`src/rtl/imm_issue_ctrl_pkg.sv`:
```
// rtl/imm_issue_ctrl_pkg.sv - shared encodings, entry types and opcode decode for the immediate issue controller
package imm_issue_ctrl_pkg;

   // Immediate-select encodings shared with the extend unit
   localparam logic [2:0] I_EXT    = 3'b000;
   localparam logic [2:0] S_EXT    = 3'b001;
   localparam logic [2:0] B_EXT    = 3'b010;
   localparam logic [2:0] J_EXT    = 3'b011;
   localparam logic [2:0] U_EXT    = 3'b100;
   localparam logic [2:0] CSR_EXT  = 3'b101;
   localparam logic [2:0] IMM_NONE = 3'b111;

   // RV32I major opcodes
   localparam logic [6:0] OP_LOAD   = 7'b0000011;
   localparam logic [6:0] OP_IMM    = 7'b0010011;
   localparam logic [6:0] OP_JALR   = 7'b1100111;
   localparam logic [6:0] OP_STORE  = 7'b0100011;
   localparam logic [6:0] OP_BRANCH = 7'b1100011;
   localparam logic [6:0] OP_JAL    = 7'b1101111;
   localparam logic [6:0] OP_LUI    = 7'b0110111;
   localparam logic [6:0] OP_AUIPC  = 7'b0010111;
   localparam logic [6:0] OP_SYSTEM = 7'b1110011;
   localparam logic [6:0] OP_REG    = 7'b0110011;
   localparam logic [6:0] OP_FENCE  = 7'b0001111;

   // Issue FSM states
   localparam logic [0:0] ST_RUN      = 1'b0;
   localparam logic [0:0] ST_CSR_WAIT = 1'b1;

   typedef struct packed {
      logic [2:0] imm_src;
      logic       illegal;
      logic       is_csr;
   } decode_t;

   typedef struct packed {
      logic [31:0] instr;
      logic [2:0]  imm_src;
      logic [31:0] imm_ext;
      logic        illegal;
      logic        is_csr;
   } entry_t;

   // SYSTEM with funct3 == 000 (ecall/ebreak/mret) carries no immediate and does not serialise
   function automatic decode_t decode_op(input logic [6:0] opcode, input logic [2:0] funct3);
      decode_t d;
      d.imm_src = IMM_NONE;
      d.illegal = 1'b0;
      d.is_csr  = 1'b0;
      case (opcode)
         OP_LOAD, OP_IMM, OP_JALR: d.imm_src = I_EXT;
         OP_STORE:                 d.imm_src = S_EXT;
         OP_BRANCH:                d.imm_src = B_EXT;
         OP_JAL:                   d.imm_src = J_EXT;
         OP_LUI, OP_AUIPC:         d.imm_src = U_EXT;
         OP_SYSTEM: begin
            d.is_csr = (funct3 != 3'b000);
            if (funct3[2])
               d.imm_src = CSR_EXT;
            else if (funct3 != 3'b000)
               d.imm_src = I_EXT;
            else
               d.imm_src = IMM_NONE;
         end
         OP_REG, OP_FENCE:         d.imm_src = IMM_NONE;
         default:                  d.illegal = 1'b1;
      endcase
      return d;
   endfunction

endpackage

```
`src/rtl/imm_issue_ctrl_imm_extend.sv`:
```
// rtl/imm_issue_ctrl_imm_extend.sv - RV32I immediate extraction and sign extension
module imm_extend
   import imm_issue_ctrl_pkg::*;
(
   input  logic [31:7] instr_i,
   input  logic [2:0]  imm_src_i,
   output logic [31:0] imm_ext_o
);

   // Reassemble the scattered immediate fields for the selected format
   always_comb begin
      imm_ext_o = 32'd0;
      case (imm_src_i)
         I_EXT:   imm_ext_o = {{20{instr_i[31]}}, instr_i[31:20]};
         S_EXT:   imm_ext_o = {{20{instr_i[31]}}, instr_i[31:25], instr_i[11:7]};
         B_EXT:   imm_ext_o = {{19{instr_i[31]}}, instr_i[31], instr_i[7],
                               instr_i[30:25], instr_i[11:8], 1'b0};
         J_EXT:   imm_ext_o = {{11{instr_i[31]}}, instr_i[31], instr_i[19:12],
                               instr_i[20], instr_i[30:21], 1'b0};
         U_EXT:   imm_ext_o = {instr_i[31:12], 12'd0};
         CSR_EXT: imm_ext_o = {27'd0, instr_i[19:15]};
         default: imm_ext_o = 32'd0;
      endcase
   end

endmodule

```
`src/rtl/imm_issue_ctrl.sv`:
```
// rtl/imm_issue_ctrl.sv - decode-stage immediate issue FIFO with CSR serialisation
module imm_issue_ctrl
   import imm_issue_ctrl_pkg::*;
#(
   parameter int DEPTH = 2
) (
   input  logic        clk_i,
   input  logic        reset_i,
   input  logic        in_valid_i,
   output logic        in_ready_o,
   input  logic [31:0] instr_i,
   output logic        out_valid_o,
   input  logic        out_ready_i,
   output logic [31:0] instr_o,
   output logic [2:0]  imm_src_o,
   output logic [31:0] imm_ext_o,
   output logic        illegal_o,
   input  logic        flush_i,
   input  logic        csr_commit_i
);

   localparam int PW = $clog2(DEPTH);
   localparam int CW = PW + 1;

   logic [PW-1:0] wr_ptr_q, wr_ptr_d;
   logic [PW-1:0] rd_ptr_q, rd_ptr_d;
   logic [CW-1:0] count_q, count_d;
   logic [0:0]    state_q, state_d;
   entry_t        mem_q [DEPTH];
   entry_t        mem_d [DEPTH];

   decode_t       dec;
   logic [31:0]   ext_w;
   entry_t        head;
   logic          full, empty, enq, deq;

   assign dec = decode_op(instr_i[6:0], instr_i[14:12]);

   imm_extend u_imm_extend (
      .instr_i   (instr_i[31:7]),
      .imm_src_i (dec.imm_src),
      .imm_ext_o (ext_w)
   );

   assign full  = (count_q == CW'(DEPTH));
   assign empty = (count_q == '0);
   assign head  = mem_q[rd_ptr_q];

   assign in_ready_o  = !full;
   assign out_valid_o = (state_q == ST_RUN) && !empty;
   assign instr_o     = head.instr;
   assign imm_src_o   = head.imm_src;
   assign imm_ext_o   = head.imm_ext;
   assign illegal_o   = head.illegal;

   assign enq = in_valid_i && !full && !flush_i;
   assign deq = out_valid_o && out_ready_i && !flush_i;

   // Next-state: storage write, pointer/count update and CSR stall FSM; flush overrides all
   always_comb begin
      mem_d    = mem_q;
      wr_ptr_d = wr_ptr_q;
      rd_ptr_d = rd_ptr_q;
      count_d  = count_q;
      state_d  = state_q;

      if (enq) begin
         mem_d[wr_ptr_q] = '{instr:   instr_i,
                             imm_src: dec.imm_src,
                             imm_ext: ext_w,
                             illegal: dec.illegal,
                             is_csr:  dec.is_csr};
         wr_ptr_d = wr_ptr_q + PW'(1);
      end
      if (deq)
         rd_ptr_d = rd_ptr_q + PW'(1);

      if (enq && !deq)
         count_d = count_q + CW'(1);
      else if (!enq && deq)
         count_d = count_q - CW'(1);

      case (state_q)
         ST_RUN:      if (deq && head.is_csr) state_d = ST_CSR_WAIT;
         ST_CSR_WAIT: if (csr_commit_i)       state_d = ST_RUN;
         default:                             state_d = ST_RUN;
      endcase

      if (flush_i) begin
         wr_ptr_d = '0;
         rd_ptr_d = '0;
         count_d  = '0;
         state_d  = ST_RUN;
      end
   end

   // State registers; reset also wipes storage so head outputs read zero
   always_ff @(posedge clk_i or posedge reset_i) begin
      if (reset_i) begin
         wr_ptr_q <= '0;
         rd_ptr_q <= '0;
         count_q  <= '0;
         state_q  <= ST_RUN;
         for (int i = 0; i < DEPTH; i++)
            mem_q[i] <= '0;
      end else begin
         wr_ptr_q <= wr_ptr_d;
         rd_ptr_q <= rd_ptr_d;
         count_q  <= count_d;
         state_q  <= state_d;
         for (int i = 0; i < DEPTH; i++)
            mem_q[i] <= mem_d[i];
      end
   end

endmodule
```
`config.mk`:
```
export PLATFORM = sky130hd
export DESIGN_NAME = imm_issue_ctrl
export DESIGN_NICKNAME = d
export VERILOG_FILES = /design/src/rtl/imm_issue_ctrl_pkg.sv /design/src/rtl/imm_issue_ctrl_imm_extend.sv /design/src/rtl/imm_issue_ctrl.sv
export SDC_FILE = /design/constraint.sdc
export NUM_CORES = 1
export LEC_CHECK = 0
export ABC_AREA = 1
export BUFFER_PORTS_ARGS = -buffer_cell sky130_fd_sc_hd__buf_2
export CORE_MARGIN = 8
export CORE_UTILIZATION = 61
export DETAILED_ROUTE_END_ITERATION = 16
export PLACE_DENSITY = 0.85
export SLEW_MARGIN = 10
export SYNTH_ARGS = -nofsm -noshare
export SYNTH_HDL_FRONTEND = slang
export SYNTH_SLANG_ARGS = --single-unit
```
`constraint.sdc`:
```
create_clock -name clk_i -period 12.58 [get_ports clk_i]
set_input_delay 2.516 -clock clk_i [delete_from_list [all_inputs] [get_ports clk_i]]
set_output_delay 2.516 -clock clk_i [all_outputs]
set_load 0.01 [all_outputs]
```
==> results of run 1 <==
[final timing paths]
check / cells after the start / to / start / slack [ns]
worst max-delay path: 6 / imm_ext_o[0] / rd_ptr_q / 7.57
worst min-delay path: 2 / mem_q[64] / mem_q[64] / 0.48
worst max register to register: 10 / mem_q[32] / count_q[0] / 9.87
worst min register to register: 2 / mem_q[64] / mem_q[64] / 0.48
max in group asynchronous: 3 / mem_q[116] / reset_i / 9.04
min in group asynchronous: 2 / mem_q[135] / reset_i / 2.18
[registers in the layout, summed over array words and instances, names as in the netlist]
signal    cells
rd_ptr_q      1
wr_ptr_q      1
mem_q       138
count_q       2
state_q       1
[power by group]
part           internal [mW]  switching [mW]  total, mW
registers              0.597          0.0664      0.663
clock network          0.301           0.188      0.489
logic                  0.157           0.296      0.453
total                   1.06           0.550       1.61
[kinds of logic after synthesis]
family          after synthesis  synth area share, %
simple gates                464                 28.0
compound gates              156                 12.6
flops                       143                 52.0
buf+inv                     129                 7.34
xor+xnor                      1                0.127
[worst max-delay path, cell delays in order (launching register included)]
cell,delay (ns)
dfrtp_2,0.34
buf_4,0.72
clkinv_1,0.28
buf_4,0.35
nand2_1,0.12
nand2_1,0.08
buf_2,0.15
[cell type report]
cell class / instances / share of cell area (%)
multi-input cells: 621 / 34.9
repair buffers: 112 / 7.14
clock buffers: 22 / 5.78
flip-flops and latches: 143 / 44.6
well taps: 140 / 2.18
clock inverters: 10 / 1.40
inverters: 85 / 4.05
[layer usage]
| metal | routed length [µm] | share of wire, % |
|---|---|---|
| met1 | 7470 | 43 |
| met2 | 8220 | 48 |
| met3 | 1230 | 7.2 |
| met4 | 276 | 1.6 |
| met5 | 8 | 0.047 |
[Yosys cell counts (2+ instances only)]
cell type,instances,area share [%]
nand2_1,397,22
dfrtp_1,143,52
o21ai_0,112,8.1
inv_1,67,3.7
clkbuf_1,32,1.7
nand3_1,17,1.2
inv_2,16,0.87
nor2_1,16,0.87
o21ai_1,15,1.1
o21ai_2,14,1.8
buf_2,10,0.73
nand2_2,10,0.91
o22ai_1,8,0.73
nor2_4,7,1.1
nor2_2,6,0.55
nand3_2,5,0.73
nand4_1,3,0.27
a21oi_1,2,0.15
nand2_4,2,0.33
==> flow_metrics.tcl, run 1 <==
set metrics [dict create \
    initial_core_util_pct 62.9 \
    dpl.cell_count 1101 \
    timing.final.crit_share_pct 39.8 \
    power_mw 1.61 \
    cts_made_buffers 17 \
    diodes 0 \
    cts_tree "built" \
    synth_cell_types 30 \
    pre_cts_slack_ns 7.86 \
    first_pass_iters 5 \
    grt_pass1_wl_um 28700 \
    ys_warn_count 0 \
    critPathMaxFanout 97 \
    post-cts-setup-buffer-count 0 \
    yosysSeqAreaShare_pct 52.0 \
    ios 108 \
    setup_viol 0 \
    holdCritPathClass "reg -> reg" \
    clkTransAtPathRegs_ns 0.06 \
    critPathRequiredTime_ns 10.06 \
    cellPowerDensity_nw_per_um2 200 \
    max_cap_viol_count 0 \
    top_usage_layer "met2" \
    core_area_um2 10900 \
    netlist_area_um2 6880 \
    ir_worst_vdd_v 0.000114 \
    path_class "reg -> out" \
    finalHoldViolCount 0 \
    register_area_um2 3580 \
    grt_pass1_vias 5957 \
    die_w_um 122 \
    synth_nets 931 \
    ctsHoldBuffers 0 \
    final_common_cell "nand2_1" \
    worstSetupEndpointType "primary output" \
    fin_setup_tns_ns 0 \
    insertion_delay_ns 0.42 \
    p_leak_nw 4.37 \
    globalplace.congestion 0.859 \
    min_period_ns 5.01 \
    stdcell_area_um2 8030 \
    yosys_most_used_dff "dfrtp_1" \
    clock.fmax_mhz 200 \
    synthArstFlopShare_pct 100 \
    synthCells 893 \
    hold_slack_ns 0.477 \
    dp_hpwl_um 11300 \
    synth-seq-cells 143 \
    nets 1018 \
    cts.root.buffer_cell "clkbuf_16" \
    synth-edff-count 0 \
    worstPathArrival_ns 2.49 \
    io_buffer_count 107 \
    cts.sinks 143 \
    viasPerCell 5.39 \
    grt_max_degree 98 \
    layout_common_cells "nand2_1, dfrtp_1, o21ai_0" \
    grt_overflow 0 \
    wl_um 17200 \
    antenna_found_initial 1 \
    cts_resized 0 \
    vias 6111 \
    antenna_left 0 \
    cp-start-kind "flop" \
    skew_ns 0.00607 \
    ctsHtreeMaxLevel 4 \
    grt_use_total_pct 23.9 \
    met2_usage_pct 38.5 \
    drive_gt1_share_pct 20.8 \
    outcome "finished clean" \
    post-route-util_pct 73.4 \
    routedWlPerCell_um 15.2 \
    worst-slew-pin-transition_ns 1.16 \
    synth_area_per_cell_um2 7.71 \
    relSlewSlack_pct 22.7 \
    drc 0 \
    rows 38 \
    fin_ws_ns 7.57 \
    syn_to_final_growth_pct 16.7 \
    initialDrtViolationCount 575 \
    stdcell_count 1133 \
    fillers 868 \
    fp.dieArea_um2 14900 \
    maxSlewViolCount 0 \
    die_y_um 122 \
    placed_cell_area_um2 7450 \
    clock_path_buffers 2 \
    multiInputGateArea_um2 2800 \
    rsz0062_at_grt "false" \
    met3_usage_pct 6.06 \
    met1_usage_pct 31.1 \
]
(Power assumes the default switching activity.)
==> inputs of run 2 (changes only) <==
--- a/config.mk
+++ b/config.mk
@@ -8,9 +8,9 @@
 export ABC_AREA = 1
 export BUFFER_PORTS_ARGS = -buffer_cell sky130_fd_sc_hd__buf_2
 export CORE_MARGIN = 8
-export CORE_UTILIZATION = 61
+export CORE_UTILIZATION = 51
 export DETAILED_ROUTE_END_ITERATION = 16
-export PLACE_DENSITY = 0.85
+export PLACE_DENSITY = 0.76
 export SLEW_MARGIN = 10
 export SYNTH_ARGS = -nofsm -noshare
 export SYNTH_HDL_FRONTEND = slang
==> constraint.sdc (replaced) <==
create_clock -name clk_i -period 4.4 [get_ports clk_i]
set_input_delay 0.88 -clock clk_i [delete_from_list [all_inputs] [get_ports clk_i]]
set_output_delay 0.88 -clock clk_i [all_outputs]
set_load 0.01 [all_outputs]
==> flow_metrics.tcl, run 2 (synthesis results as in run 1) <==
set metrics [dict create \
    worstSetupEndpointType "primary output" \
    nets 1020 \
    clkTransAtPathRegs_ns 0.06 \
    critPathMaxFanout 40 \
    r2r_setup_slack_ns 1.78 \
    clock.fmax_mhz 340 \
    grt_pass1_wl_um 29300 \
    wl_met2_um 8020 \
    globalplace.congestion 0.851 \
    rows 42 \
    max_stage_delay_ns 0.83 \
    largest_register "mem_q" \
    path_class "reg -> out" \
    die_w_um 132 \
    reg.largest.list "mem_q: 138 flops, count_q: 2 flops" \
    fin_setup_tns_ns 0 \
    fillers 1203 \
    relSlewSlack_pct 24.4 \
    cellPowerDensity_nw_per_um2 571 \
    drc 0 \
    initial_core_util_pct 52.2 \
    outcome "finished clean" \
    setup_viol 0 \
    wl_met3_um 879 \
    io_buffer_count 107 \
    cp-start-kind "flop" \
    max_cap_viol_count 0 \
    skew_ns 0.00544 \
    antenna_left 0 \
    grt_pass1_vias 5968 \
    core_area_um2 13200 \
    worstPathArrival_ns 2.06 \
    r2r_cells 10 \
    cts_tree "built" \
    pre_cts_slack_ns 1.34 \
    wl_um 17100 \
    dp_hpwl_um 11700 \
    ir_worst_vdd_v 0.000284 \
    maxSlewViolCount 0 \
    syn_to_final_growth_pct 17.9 \
    timing.final.crit_share_pct 66.8 \
    vias 5956 \
    drive_gt1_share_pct 21.0 \
    cts.root.buffer_cell "clkbuf_16" \
    cts_resized 0 \
    largest_register_ffs 138 \
    viasPerCell 5.08 \
    final_common_cell "nand2_1" \
    worst-slew-pin-transition_ns 1.13 \
    finalHoldViolCount 0 \
    placed_cell_area_um2 7520 \
    holdCritPathClass "reg -> reg" \
    ios 108 \
    critical_path.reg2reg.startpoint "count_q[0]" \
    p_leak_nw 4.39 \
    rsz0062_at_grt "false" \
    ctsHoldBuffers 0 \
    initialDrtViolationCount 487 \
    ctsHtreeMaxLevel 4 \
    min_from "mem_q[74]" \
    rr_endpoint "mem_q[49]" \
    min_period_ns 2.94 \
    crit_buf_inv 3 \
    post-route-util_pct 61.5 \
    slowest_stage "dfrtp_2" \
    wl_met1_um 7840 \
    top_layer_used "met4" \
    critPathRequiredTime_ns 3.52 \
    post-cts-setup-buffer-count 0 \
    stdcell_area_um2 8120 \
    die_y_um 132 \
    crit_top_cell "nand2_1" \
    grt_use_total_pct 20.5 \
    grt_max_degree 144 \
    min_to "mem_q[74]" \
    insertion_delay_ns 0.42 \
    grt_overflow 0 \
    path_cells "clkinv_1 -> buf_4 -> nand2_1 -> nand2_1 -> buf_2" \
    layout_common_cells "nand2_1, dfrtp_1, o21ai_0" \
    cts_made_buffers 17 \
    fp.dieArea_um2 17500 \
    first_pass_iters 5 \
    routedWlPerCell_um 14.6 \
    cts.sinks 143 \
    clock_path_buffers 2 \
    fin_ws_ns 1.46 \
    whs_path_depth 2 \
    cp_top_family "flip-flops" \
    antenna_found_initial 0 \
]
==> run 2: area by class of cell <==
| cell class | instances | area [µm²] | share of cell area (%) |
|---|---|---|---|
| Timing Repair Buffer | 114 | 601 | 7.40 |
| Multi-Input combinational cell | 621 | 2800 | 34.5 |
| Clock buffer | 21 | 450 | 5.55 |
| Clock inverter | 11 | 140 | 1.73 |
| Antenna cell | 1 | 2.50 | 0.0308 |
| Sequential cell | 143 | 3580 | 44.1 |
| Tap cell | 176 | 220 | 2.71 |
| Inverter | 85 | 324 | 3.99 |
==> run 2: worst min-delay path: stages, from the launching register on <==
cell and delay [ns]:
dfrtp_1 0.34, nand2_1 0.05, nand2_1 0.06
==> run 2: worst max path at each step <==
stage               startpoint            to  slack, ns  cells after the start
floorplan              reset_i    count_q[0]       1.73                      1
global placement    in_valid_i     mem_q[47]       1.37                      9
detailed placement     flush_i     mem_q[57]       1.34                      8
CTS                   rd_ptr_q  imm_ext_o[0]       1.44                      5
global route          rd_ptr_q  imm_ext_o[0]       1.32                      5
finish                rd_ptr_q  imm_ext_o[0]       1.46                      5
==> run 2: metrics by stage <==
stage	std cells	hold WS, ns	power, mW
6_report	1172	0.475	4.64
5_1_grt	1171	0.495	4.94
4_1_cts	1171	0.478	4.67
3_5_place_dp	1139	0.464	3.22
3_3_place_gp	1139	0.456	3.18
2_1_floorplan	893	0.442	2.72
==> run 2: layer usage <==
layer  vias up  track usage, %
li1       2970               -
met1      2803            26.4
met2       156            32.8
met3        27            4.69
met4         0            7.89
met5         -               0
==> run 2: power by group <==
part	switching [mW]	internal, mW	total (mW)
registers	0.215	1.71	1.92
clock network	0.542	0.902	1.44
logic	0.813	0.459	1.27
